[src/rtl/sram_like_arbiter.sv]
// Two-to-one sram-like arbiter: inst and data requesters share one memory port, one transaction at a time.
// Optional macro ARB_ROUND_ROBIN_EN: round-robin tie-break via last_gnt; default is fixed data-over-inst priority.
module sram_like_arbiter #(
  parameter int unsigned ADDR_W = 32,
  parameter int unsigned DATA_W = 32
) (
  input  logic              clk,
  input  logic              rstn,

  input  logic              inst_req,
  input  logic              inst_wr,
  input  logic [1:0]        inst_size,
  input  logic [ADDR_W-1:0] inst_addr,
  output logic [DATA_W-1:0] inst_rdata,
  output logic              inst_addr_ok,
  output logic              inst_data_ok,

  input  logic              data_req,
  input  logic              data_wr,
  input  logic [1:0]        data_size,
  input  logic [ADDR_W-1:0] data_addr,
  input  logic [DATA_W-1:0] data_wdata,
  output logic [DATA_W-1:0] data_rdata,
  output logic              data_addr_ok,
  output logic              data_data_ok,

  output logic              mem_req,
  output logic              mem_wr,
  output logic [1:0]        mem_size,
  output logic [ADDR_W-1:0] mem_addr,
  output logic [DATA_W-1:0] mem_wdata,
  input  logic [DATA_W-1:0] mem_rdata,
  input  logic              mem_addr_ok,
  input  logic              mem_data_ok,

  output logic              gnt_data,
  output logic              busy
);

  typedef enum logic [1:0] {
    IDLE,
    ADDR,
    DATA
  } state_e;

  state_e state_q, state_d;
  logic   gnt_data_q, gnt_data_d;
  logic   win_data;
  logic   gnt_req;
  logic   unused_inst_wr;

`ifdef ARB_ROUND_ROBIN_EN
  logic last_gnt_q, last_gnt_d;  // 1 = data was granted last

  always_comb begin
    if (data_req && inst_req) begin
      win_data = ~last_gnt_q;
    end else begin
      win_data = data_req;
    end
  end
`else
  always_comb begin
    win_data = data_req;
  end
`endif

  // Instruction port is read-only towards memory.
  assign unused_inst_wr = inst_wr;

  assign gnt_req    = gnt_data_q ? data_req : inst_req;
  assign inst_rdata = mem_rdata;
  assign data_rdata = mem_rdata;
  assign gnt_data   = gnt_data_q;
  assign busy       = (state_q != IDLE);

  always_comb begin
    state_d      = state_q;
    gnt_data_d   = gnt_data_q;
`ifdef ARB_ROUND_ROBIN_EN
    last_gnt_d   = last_gnt_q;
`endif
    mem_req      = 1'b0;
    mem_wr       = 1'b0;
    mem_size     = '0;
    mem_addr     = '0;
    mem_wdata    = '0;
    inst_addr_ok = 1'b0;
    inst_data_ok = 1'b0;
    data_addr_ok = 1'b0;
    data_data_ok = 1'b0;

    unique case (state_q)
      IDLE: begin
        if (data_req || inst_req) begin
          gnt_data_d = win_data;
          state_d    = ADDR;
`ifdef ARB_ROUND_ROBIN_EN
          last_gnt_d = win_data;
`endif
        end
      end

      ADDR: begin
        if (gnt_data_q) begin
          mem_wr    = data_wr;
          mem_size  = data_size;
          mem_addr  = data_addr;
          mem_wdata = data_wdata;
        end else begin
          mem_size  = inst_size;
          mem_addr  = inst_addr;
        end
        // A withdrawn request drops mem_req at once and abandons the grant.
        if (!gnt_req) begin
          state_d = IDLE;
        end else begin
          mem_req = 1'b1;
          if (mem_addr_ok) begin
            inst_addr_ok = ~gnt_data_q;
            data_addr_ok = gnt_data_q;
            state_d      = DATA;
          end
        end
      end

      DATA: begin
        if (mem_data_ok) begin
          inst_data_ok = ~gnt_data_q;
          data_data_ok = gnt_data_q;
          state_d      = IDLE;
        end
      end

      default: begin
        state_d = IDLE;
      end
    endcase
  end

  always_ff @(posedge clk or negedge rstn) begin
    if (!rstn) begin
      state_q    <= IDLE;
      gnt_data_q <= 1'b0;
`ifdef ARB_ROUND_ROBIN_EN
      last_gnt_q <= 1'b1;
`endif
    end else begin
      state_q    <= state_d;
      gnt_data_q <= gnt_data_d;
`ifdef ARB_ROUND_ROBIN_EN
      last_gnt_q <= last_gnt_d;
`endif
    end
  end

endmodule

[config.mk]
export PLATFORM = sky130hd
export DESIGN_NAME = sram_like_arbiter
export DESIGN_NICKNAME = d
export VERILOG_FILES = /design/src/rtl/sram_like_arbiter.sv
export SDC_FILE = /design/constraint.sdc
export NUM_CORES = 1
export LEC_CHECK = 0
export BUFFER_PORTS_ARGS = -buffer_cell sky130_fd_sc_hd__buf_2
export CORE_AREA = 2 2 107 109
export CTS_CLUSTER_SIZE = 12
export DETAILED_ROUTE_END_ITERATION = 6
export DIE_AREA = 0 0 109 111
export GPL_TIMING_DRIVEN = 0
export SYNTH_ARGS = -nofsm -noshare
export SYNTH_HDL_FRONTEND = slang
export SYNTH_SLANG_ARGS = --single-unit
[constraint.sdc]
create_clock -name clk -period 1 [get_ports clk]
set_input_delay 0.2 -clock clk [delete_from_list [all_inputs] [get_ports clk]]
set_output_delay 0.2 -clock clk [all_outputs]
set_load 0.02 [all_outputs]
# Word level (Yosys, flattened, before mapping)
# Index checks and enable logic that the tools add are counted.
# W data, S select, Z words.
# word_totals
out_inout_bits	138
rom_bits	0
latch_bits	0
input_bits	140
reg_bits	3
ramBits	0
mem_count	0
# op_classes
shifts	0
eq_ne	5
n_lt_le_gt_ge	0
mul	0
muxes	26
bitwise	1
div	0
n_addsub	0
n_reduce_logical	5
# op_table
op	count
$mux W32	4
$mux W1	15
$mux W2	6
$pmux W2 S3	1
$ne A2 B2 Y1 const B	2
$ne A3 B3 Y1 const B	1
$reduce_and A3 Y1	1
$eq A2 B1 Y1 const B	1
$eq A2 B2 Y1 const B	1
$logic_not A2 Y1	1
$reduce_and A2 Y1	1
$reduce_bool A2 Y1	1
$logic_or A1 B1 Y1	1
$not A1 Y1	1

# Depth between registers and ports, before layout
# Gate-level depths: netlist of the first run.
# depth
ltp_word	4
depth_mapped	4
ltp_nobuf	2

# Worst setup path before layout of the first run
# Ideal clock, no wire load.
# synth_timing
path_kind	register -> output
start	reg gnt_data_q, in the netlist gnt_data
end	out data_addr_ok
t_required_ps	800
setup_slack_ps	-527
arrival_time_ps	1327
stages_incl_launch_ff	5
path_cell_list	dfrtp_1 -> buf_4 -> buf_6 -> inv_2 -> nor4_2
# synth_via
elab_chain_len	3
elab_cells_between_ends	4
classes_between	mux (4)
# synth_lines
element	line_no	rtl
start, declared	47	logic gnt_data_q, gnt_data_d;
start signal, assigned	150	gnt_data_q <= gnt_data_d;
$mux W1 (on tied branches)	119, 71	
$mux W1 (*)	115	if (!gnt_req) begin
$mux W1 (*)	93	unique case (state_q)
end, declared	24	output logic data_addr_ok,
# Mark *: on every way between the ends. The rest lies on a longest branch, timed or not.

# Worst setup path after layout of the first run
# layout_timing
start	reg gnt_data_q, in the netlist gnt_data
end	out mem_addr[5]
# layout_via
elab_chain_len	2
# layout_lines
element	line_no	rtl
$mux W32	105	if (gnt_data_q) begin
$mux W32	93	
end, declared	30	output logic [ADDR_W-1:0] mem_addr,
# Every way passes these cells.

==> out/metrics.yaml, run 1 <==
status:
  status: "finished with violations"
  violations: "negative setup slack"
setup_path:
  reg2reg_setup_slack_ns: -0.29
  cp_max_fo: 5
  worstPathArrival_ns: 1.41
  end_kind: "output pin"
  r2r_end: "state_q[1]"
  crit_path_cell_trace: "buf_12 > clkbuf_16 > mux2i_4 > nor2_4 > buf_6"
  critical_path.slowest_cell: "dfrtp_2"
  cp.required_ns: 0.80
  path_class: "register to output pin"
  max_stage_delay_ns: 0.43
  timing.rr.start: "gnt_data"
  cp-start-kind: "register"
  r2r_cells: 4
  cp_top_family: "buffers and inverters"
  cp.buffers_inverters: 3
timing:
  setup_slack_ns: -0.615
  period_needed_ns: 1.61
  final-setup-viol-count: 77
  max_freq_ghz: 0.619
  slew_headroom: 0.843
  timing.final.crit_share: 1.61
  rsz0062_at_grt: "yes"
  report.final.hold_viol_count: 0
  setup_tns_ns: -42.16
  worst_slew_pin_slew_ns: 0.231
  slew_violations: 0
  clock_skew_ns: 0.00403
place:
  numPortBuffers: 244
  gp_congestion: 0.708
  placed_area_um2: 3480
  hpwl_mm: 5.69
logic_synthesis:
  ys_async_sr_fraction: 1.00
  synth_top_area_share: 0.325
  synthTopCellsByCount: "buf_4 (65), nor2_1 (36), mux2i_1 (35), and3_1 (33), buf_6 (8)"
  ys.flop_type: "dfrtp_1"
  ys_ff_latch: 3
  synth_most_common_cell: "buf_4"
  syn_area_per_cell_um2: 7.40
  synth_edf_count: 0
  post-synth-top-area-cell: "buf_4"
  synth_nets: 343
  netlist_area_um2: 1500
  yosysWarnings: 0
  synth_cell_types: 22
  syn_inst: 203
  yosys-top-cells-area: "buf_4 (33%), mux2i_1 (23%), and3_1 (14%), nor2_1 (9.0%), buf_6 (6.0%)"
  yosysSeqAreaShare: 0.0500
detailed_routing:
  wire_per_inst_um: 12.9
  remaining_drc_errors: 0
  firstDrtPassIters: 4
  dr.first_iter.drc_count: 37
  drtAntennaViolNets: 0
  viasPerCell: 3.88
  routed_wl_mm: 7.95
  num_vias: 2389
clock_network:
  root_buffer: "clkbuf_16"
  cts.path.max_buffers: 2
  clk_latency_ns: 0.23
  h-tree-depth: 1
  clk_pin_slew_ns: 0.03
  cts_made_buffers: 3
  clock-sinks: 3
  cts_tree: "done"
grt:
  grtUsageTotal: 0.110
  antenna_found_initial: 0
  grt_max_degree: 11
  grt_pass1_wl_mm: 10.8
  grt_overflow: 0
  grt_pass1_vias: 2303
power:
  power.leakage_nw: 2.28
  powerDensity_nw_per_um2: 2760
  max-vdd-ir-drop_uv: 1150
final_layout:
  num-nets-final: 614
  syn2layout_area_growth_pct: 212
  utilization: 0.423
  diodes: 0
  drive_gt1_frac: 0.981
  design_area_um2: 4690
floorplanning:
  start_util: 0.136
  dieHeight_um: 111
  die_x_um: 109
  rows: 39
  boundaryPins: 278
  core-area_um2: 11100
  dieArea_um2: 12100
hold_path:
  holdCritStartpoint: "mem_data_ok"
  hold_class: "input pin to register"
  whs_path_depth: 2
  hold_path_end: "state_q[1]"
job:
  max_cap_violations: 0
## kinds of logic after synthesis
logic type,synth area share
buf+inv,0.417
simple gates,0.279
mux,0.233
compound gates,0.0208
flops,0.0500
## area by class of cell
type	count	area, um^2
fillers	1054	6390
multi-input cells	117	1610
repair buffers	267	1990
plain buffers	78	723
clock buffers	4	78.8
flip-flops and latches	3	78.8
inverters	4	27.5
well taps	143	179
## sequential cells by signal, summed over array words and instances (netlist names)
register and cells:
gnt_data 1, state_q 2
## layer usage
layer / track usage / up-vias / share of wire
met3: 0.0112 / 8 / 0.070
met2: 0.217 / 127 / 0.58
met4: 0.0214 / 0 / 0.010
li1: - / 1160 / -
met1: 0.123 / 1094 / 0.34
met5: 0 / - / 0
## power breakdown
group | internal [mW] | leakage, nW | switching (mW)
clock network | 0.528 | 0.0382 | 0.131
logic | 6.57 | 2.21 | 5.44
registers | 0.188 | 0.0331 | 0.0892
total | 7.28 | 2.28 | 5.66
## worst max path at each step
stage | startpoint | endpoint | slack, ns | cells after the start
finish | gnt_data | mem_addr[5] | -0.61 | 5
global route | gnt_data | mem_addr[5] | -0.66 | 5
CTS | gnt_data | mem_addr[14] | -0.63 | 5
detailed placement | state_q[0] | mem_wdata[13] | -0.49 | 4
global placement | state_q[0] | mem_wdata[13] | -0.49 | 4
floorplan | state_q[1] | data_addr_ok | -0.32 | 3
## cell usage in the layout (no fill, tap or decap), types with 5 or more instances in the layout
cell       count
buf_6         80
buf_8          5
mux2i_4       26
buf_2        173
mux2i_2        6
nor2_2         9
buf_4         71
clkbuf_16     11
and3_4        31
nor2_4        26
## worst register-to-register path, stage by stage (launching register included)
cell and delay [ns]:
dfrtp_2 0.43, clkbuf_16 0.19, mux2i_4 0.21, buf_4 0.14, o32ai_2 0.21
## per-stage QoR
stage          power [mW]  setup slack [ns]  hold slack (ns)  instances
3_5_place_dp         8.33            -0.491        -0.000375        590
5_1_grt              13.6            -0.655            0.189        616
2_1_floorplan        6.42            -0.317          -0.0956        203
6_report             12.9            -0.615            0.186        616
4_1_cts              11.2            -0.630            0.182        603
3_3_place_gp         8.23            -0.488         -0.00242        590
## timing repair
| item | CTS | global route |
|---|---|---|
| buffers inserted | 6 | 8 |
| setup endpoints to repair | 77 | 77 |
| hold endpoints to repair | 3 | 0 |
| pin swaps | 3 | 14 |
| hold buffers | 1 | 0 |
| cloned | 3 | 5 |
| gates resized for setup | 139 | 76 |
Note: power is estimated with default switching activity, not from simulation.
==> inputs of run 2 (changes only) <==
--- a/config.mk
+++ b/config.mk
@@ -6,10 +6,10 @@
 export NUM_CORES = 1
 export LEC_CHECK = 0
 export BUFFER_PORTS_ARGS = -buffer_cell sky130_fd_sc_hd__buf_2
-export CORE_AREA = 2 2 107 109
+export CORE_AREA = 2 2 109 111
 export CTS_CLUSTER_SIZE = 12
 export DETAILED_ROUTE_END_ITERATION = 6
-export DIE_AREA = 0 0 109 111
+export DIE_AREA = 0 0 111 113
 export GPL_TIMING_DRIVEN = 0
 export SYNTH_ARGS = -nofsm -noshare
 export SYNTH_HDL_FRONTEND = slang
==> constraint.sdc (replaced) <==
create_clock -name clk -period 2 [get_ports clk]
set_input_delay 0.4 -clock clk [delete_from_list [all_inputs] [get_ports clk]]
set_output_delay 0.4 -clock clk [all_outputs]
set_load 0.02 [all_outputs]
==> run 2 against run 1 <==
Against the previous run:
- the run now ends clean
- non-clock buffer count is 21 lower
- register-to-register slack better by 1.2 ns
- combinational power is 75% lower
- flip-flop and latch count stayed put
- final area is 36% lower
- largest power group unchanged
==> out/metrics.yaml, run 2 (synthesis results as in run 1) <==
clock_network:
  root_buffer: "clkbuf_16"
  cts.path.max_buffers: 2  # unchanged
  clock-sinks: 3  # unchanged
  postCtsSetupRepairBufs: 0  # -6
  h-tree-depth: 1  # unchanged
  clk_latency_ns: 0.22  # about the same
  cts_made_buffers: 3  # unchanged
  clk_pin_slew_ns: 0.03  # about the same
  cts_tree: "done"
setup_path:
  path_class: "register to output pin"
  cp_max_fo: 10  # +5
  cp-start-kind: "register"
  max_stage_delay_ns: 0.34  # -0.09 ns
  crit_path_cell_trace: "buf_4 > buf_6 > inv_2 > nor4_2 > buf_2"
  cp.buffers_inverters: 4  # +1
  cp_top_family: "buffers and inverters"
  critical_path.slowest_cell: "dfrtp_1"
  cp.required_ns: 1.60  # +0.80 ns
  worstPathArrival_ns: 1.47  # +0.06 ns
  end_kind: "output pin"
final_layout:
  final_cell_mix: "buf_2 (245), buf_4 (65), nor2_1 (36), mux2i_1 (35), and3_1 (33)"
  largest_reg_flops: 2  # unchanged
  utilization: 0.266  # -0.158
  syn2layout_area_growth_pct: 99.3
  regMostFlops: "state_q"
  num-nets-final: 593  # -3.4%
  diodes: 0  # unchanged
  fillers: 1256  # +19%
  drive_gt1_frac: 0.730  # -0.251
  mostFrequentLayoutCell: "buf_2"
timing:
  max_freq_ghz: 0.535
  period_needed_ns: 1.87
  setup_tns_ns: 0  # +42.16 ns
  slew_violations: 0  # unchanged
  final-setup-viol-count: 0  # -100%
  clock_skew_ns: 0.00238  # -0.00165 ns
  worst_slew_pin_slew_ns: 0.330  # +0.0994 ns
  report.final.hold_viol_count: 0  # unchanged
  slew_headroom: 0.774  # -0.0693
  timing.final.crit_share: 0.935
  rsz0062_at_grt: "no"
floorplanning:
  dieArea_um2: 12500  # +3.7%
  dieHeight_um: 113  # +1.8%
  boundaryPins: 278  # unchanged
  die_x_um: 111  # +1.8%
  rows: 39  # unchanged
  start_util: 0.133  # -0.00235
  core-area_um2: 11300  # +1.8%
detailed_routing:
  dr.first_iter.drc_count: 67  # +81%
  drtAntennaViolNets: 0  # unchanged
  wire_per_inst_um: 11.3  # -13%
  viasPerCell: 3.75  # -3.3%
  routed_wl_mm: 6.70  # -16%
  num_vias: 2231  # -6.6%
  firstDrtPassIters: 4  # unchanged
  remaining_drc_errors: 0  # unchanged
place:
  gp_congestion: 0.704  # -0.47%
  numPortBuffers: 244  # unchanged
  hpwl_mm: 5.89  # +3.4%
grt:
  grt_max_degree: 11  # unchanged
  grt_pass1_vias: 2093  # -9.1%
  grtUsageTotal: 0.0931  # -0.0164
  grt_overflow: 0  # unchanged
  antenna_found_initial: 0  # unchanged
  grt_pass1_wl_mm: 9.56  # -11%
power:
  p_sw_frac: 0.547  # +0.110
  seqPwrFrac: 0.036  # +0.015
  power.leakage_nw: 2.03  # -11%
  max-vdd-ir-drop_uv: 441  # -62%
  clock_power_share: 0.092  # +0.041
  powerDensity_nw_per_um2: 1150  # -58%
  internal_power_mw: 1.56  # -79%
  power.switching_mw: 1.89  # -67%
  comb_power_share: 0.872  # -0.056
job:
  max_cap_violations: 0  # unchanged
hold_path:
  hold_class: "input pin to register"
status:
  status: "finished clean"
==> run 2: area by class of cell <==
| type | count | area (um^2) | share of cell area |
|---|---|---|---|
| Tap cell | 143 | 179 | 0.0598 |
| Inverter | 4 | 15.0 | 0.00502 |
| Buffer | 79 | 613 | 0.205 |
| Multi-Input combinational cell | 117 | 801 | 0.268 |
| Clock buffer | 4 | 78.8 | 0.0263 |
| Sequential cell | 3 | 75.1 | 0.0251 |
| Timing Repair Buffer | 245 | 1230 | 0.411 |
==> run 2: through the flow <==
| step | hold slack (ns) | instance area (um^2) | std cells | total power, mW | worst slack, ns |
|---|---|---|---|---|---|
| floorplan | 0.104 | 1500 | 203 | 2.22 | 0.273 |
| global placement | 0.205 | 2900 | 590 | 3.19 | 0.297 |
| detailed placement | 0.204 | 2900 | 590 | 3.18 | 0.317 |
| CTS | 0.372 | 2990 | 595 | 3.51 | 0.0782 |
| global route | 0.381 | 2990 | 595 | 3.70 | 0.00530 |
| finish | 0.372 | 2990 | 595 | 3.45 | 0.129 |
==> run 2: repair_timing <==
item	in CTS	in global routing
endpoints found under the hold margin	3	0
hold buffers	1	0
endpoints found under the setup margin	0	2
resized for setup	0	2
==> run 2: power groups by stage <==
stage                     registers, mW  logic, mW  clock network (mW)
after detailed placement          0.121       3.06                   0
after global routing              0.127       3.25               0.326
after global placement            0.121       3.07                   0
final                             0.123       3.01               0.318
after CTS                         0.121       3.07               0.322
after floorplan                   0.129       2.09                   0
==> run 2: worst reg2reg max path, stage by stage (launching register included) <==
cell	delay (ns)
dfrtp_1	0.34
buf_4	0.17
mux2i_1	0.35
o32ai_1	0.12
==> run 2: worst paths after layout <==
kind	start	to	slack [ns]	cells past startpoint
max	gnt_data	data_addr_ok	0.13	5
max reg2reg	gnt_data	state_q[0]	0.87	3
min reg2reg	state_q[0]	state_q[0]	0.58	1
min in group asynchronous	rstn	state_q[1]	0.55	2
min	mem_data_ok	state_q[1]	0.37	2
max in group asynchronous	rstn	state_q[0]	1.34	2
==> run 2: layer usage <==
| layer | GRT usage | up-vias | part of all wire |
|---|---|---|---|
| met3 | 0.0150 | 4 | 0.11 |
| met4 | 0.0208 | 0 | 0.0054 |
| met5 | 0 | - | 0 |
| li1 | - | 1109 | - |
| met2 | 0.200 | 180 | 0.56 |
| met1 | 0.0914 | 938 | 0.32 |
==> inputs of run 3 (changes only) <==
--- a/config.mk
+++ b/config.mk
@@ -11,6 +11,7 @@
 export DETAILED_ROUTE_END_ITERATION = 6
 export DIE_AREA = 0 0 111 113
 export GPL_TIMING_DRIVEN = 0
+export SETUP_SLACK_MARGIN = 0.3
 export SYNTH_ARGS = -nofsm -noshare
 export SYNTH_HDL_FRONTEND = slang
 export SYNTH_SLANG_ARGS = --single-unit
==> run 3 against run 2 <==
Against the previous run:
- flip-flop and latch count is the same
- hold slack lost 0.0053 ns
- largest power group unchanged
- sequential share of layout area shrank 0.43 points
- non-clock buffer count grew 15
- critical path depth is the same
- clock skew is essentially flat
==> out/metrics.yaml, run 3 (synthesis results as in run 1) <==
floorplanning:
  core-area_um2: 11300  # unchanged
  dieArea_um2: 12500  # unchanged
  dieHeight_um: 113  # unchanged
  start_util: 0.133  # unchanged
  rows: 39  # unchanged
  die_x_um: 111  # unchanged
  boundaryPins: 278  # unchanged
timing:
  setup_slack_ns: 0.175  # +0.0459 ns
  clock_skew_ns: 0.00202  # -0.000362 ns
  report.final.hold_viol_count: 0  # unchanged
  slew_headroom: 0.758  # -0.0158
  period_needed_ns: 1.82  # -0.0459 ns
  hold_ws_ns: 0.367  # -0.00529 ns
  final-setup-viol-count: 0  # unchanged
  max_freq_ghz: 0.548  # +2.5%
  timing.final.crit_share: 0.912  # -0.0229
  setup_tns_ns: 0  # unchanged
  worst_slew_pin_slew_ns: 0.353  # +0.0231 ns
  slew_violations: 0  # unchanged
  rsz0062_at_grt: "yes"
final_layout:
  final_cell_mix: "buf_2 (184), buf_4 (104), buf_6 (35), mux2i_1 (33), nor2_1 (32)"
  largest_reg_flops: 2  # unchanged
  multi_input_area_um2: 967  # +21%
  mostFrequentLayoutCell: "buf_2"
  fillers: 1172  # -6.7%
  num-nets-final: 608  # +2.5%
  diodes: 0  # unchanged
  design_area_um2: 3670  # +23%
  seqCellArea_um2: 76.3  # +1.7%
  regMostFlops: "state_q"
  drive_gt1_frac: 0.818  # +0.0879
  syn2layout_area_growth_pct: 145
setup_path:
  worstPathArrival_ns: 1.42  # -0.05 ns
  critical_path.slowest_cell: "dfrtp_1"
  max_stage_delay_ns: 0.36  # +0.02 ns
  cp.buffers_inverters: 3  # -1
  reg2reg_setup_slack_ns: 0.81  # -0.06 ns
  end_kind: "output pin"
  cp_top_family: "buffers and inverters"
  cp.required_ns: 1.60  # about the same
  cp_max_fo: 10  # unchanged
  path_class: "register to output pin"
  crit_path_cell_trace: "buf_6 > clkbuf_8 > mux2i_2 > nor2_1 > buf_4"
  cp-start-kind: "register"
place:
  pre_cts_slack_ns: 0.317  # unchanged
  hpwl_mm: 5.89  # unchanged
  gp_congestion: 0.704  # unchanged
  numPortBuffers: 244  # unchanged
  placed_area_um2: 2900  # unchanged
detailed_routing:
  remaining_drc_errors: 0  # unchanged
  firstDrtPassIters: 4  # unchanged
  num_vias: 2359  # +5.7%
  drtAntennaViolNets: 0  # unchanged
  routed_wl_mm: 7.82  # +17%
  viasPerCell: 3.87  # +3.1%
  wire_per_inst_um: 12.8  # +14%
  dr.first_iter.drc_count: 60  # -10%
clock_network:
  clk_pin_slew_ns: 0.03  # about the same
  cts_made_buffers: 3  # unchanged
  cts.path.max_buffers: 2  # unchanged
  clk_latency_ns: 0.23  # about the same
  h-tree-depth: 1  # unchanged
  root_buffer: "clkbuf_16"
  cts_tree: "done"
  clock-sinks: 3  # unchanged
grt:
  top_usage_layer: "met2"
  met1_usage: 0.100  # +0.00875
  antenna_found_initial: 0  # unchanged
  grt_max_degree: 11  # unchanged
  grtUsageTotal: 0.106  # +0.0128
  use_met3: 0.0161  # +0.00107
  met2_usage: 0.227  # +0.0274
  grt_pass1_vias: 2262  # +8.1%
  grt_pass1_wl_mm: 10.8  # +13%
  grt_overflow: 0  # unchanged
status:
  status: "finished clean"
hold_path:
  hold_class: "input pin to register"
power:
  internal_power_mw: 2.55  # +63%
  power.switching_mw: 2.22  # +17%
  seqPwrFrac: 0.026  # -0.010
  powerDensity_nw_per_um2: 1300  # +13%
  p_total_mw: 4.77  # +38%
  clock_power_share: 0.068  # -0.024
  comb_power_share: 0.907  # +0.035
  p_sw_frac: 0.465  # -0.0824
  max-vdd-ir-drop_uv: 547  # +24%
  power.leakage_nw: 2.16  # +6.4%
job:
  max_cap_violations: 0  # unchanged
run 3: power by group through the flow:
stage / Sequential (mW) / Combinational (mW) / Clock [mW]
floorplan: 0.129 / 2.09 / 0
global placement: 0.121 / 3.07 / 0
detailed placement: 0.121 / 3.06 / 0
CTS: 0.117 / 4.13 / 0.322
global route: 0.126 / 4.56 / 0.328
finish: 0.122 / 4.32 / 0.323
run 3: through the flow:
step / utilization / std cells
floorplan: - / 203
global placement: 0.257 / 590
detailed placement: 0.257 / 590
CTS: 0.314 / 609
global route: 0.326 / 610
finish: 0.326 / 610
run 3: metal layers:
layer | vias to the layer above | wire length [um]
met2 | 181 | 4430
met5 | - | 0
met3 | 15 | 744
li1 | 1139 | -
met4 | 0 | 168
met1 | 1024 | 2480
run 3: final timing paths:
check / from / endpoint / depth (start not counted)
hold / removal: mem_data_ok / state_q[1] / 2
max in group asynchronous: rstn / state_q[1] / 2
setup reg to reg: gnt_data / state_q[0] / 3
min in group asynchronous: rstn / state_q[1] / 2
hold reg to reg: state_q[1] / state_q[0] / 1
setup / recovery: gnt_data / mem_addr[18] / 5
run 3: area by class of cell:
cell class	count	area share
plain buffers	79	0.184
flip-flops and latches	3	0.0208
inverters	4	0.00477
repair buffers	260	0.457
multi-input cells	117	0.263
clock buffers	4	0.0215
well taps	143	0.0487
run 3: repair_timing:
item | in CTS | in global routing
hold buffers | 1 | 0
gates resized for setup | 118 | 32
endpoints found under the hold margin | 3 | 0
endpoints found under the setup margin | 72 | 72
pin swaps | 14 | 14
setup buffers | 11 | 0
cloned | 3 | 1
run 3: worst reg2reg max path, cell delays in order, from the launching register on:
cell,delay [ns]
dfrtp_1,0.36
buf_6,0.17
mux2i_1,0.37
o32ai_1,0.15
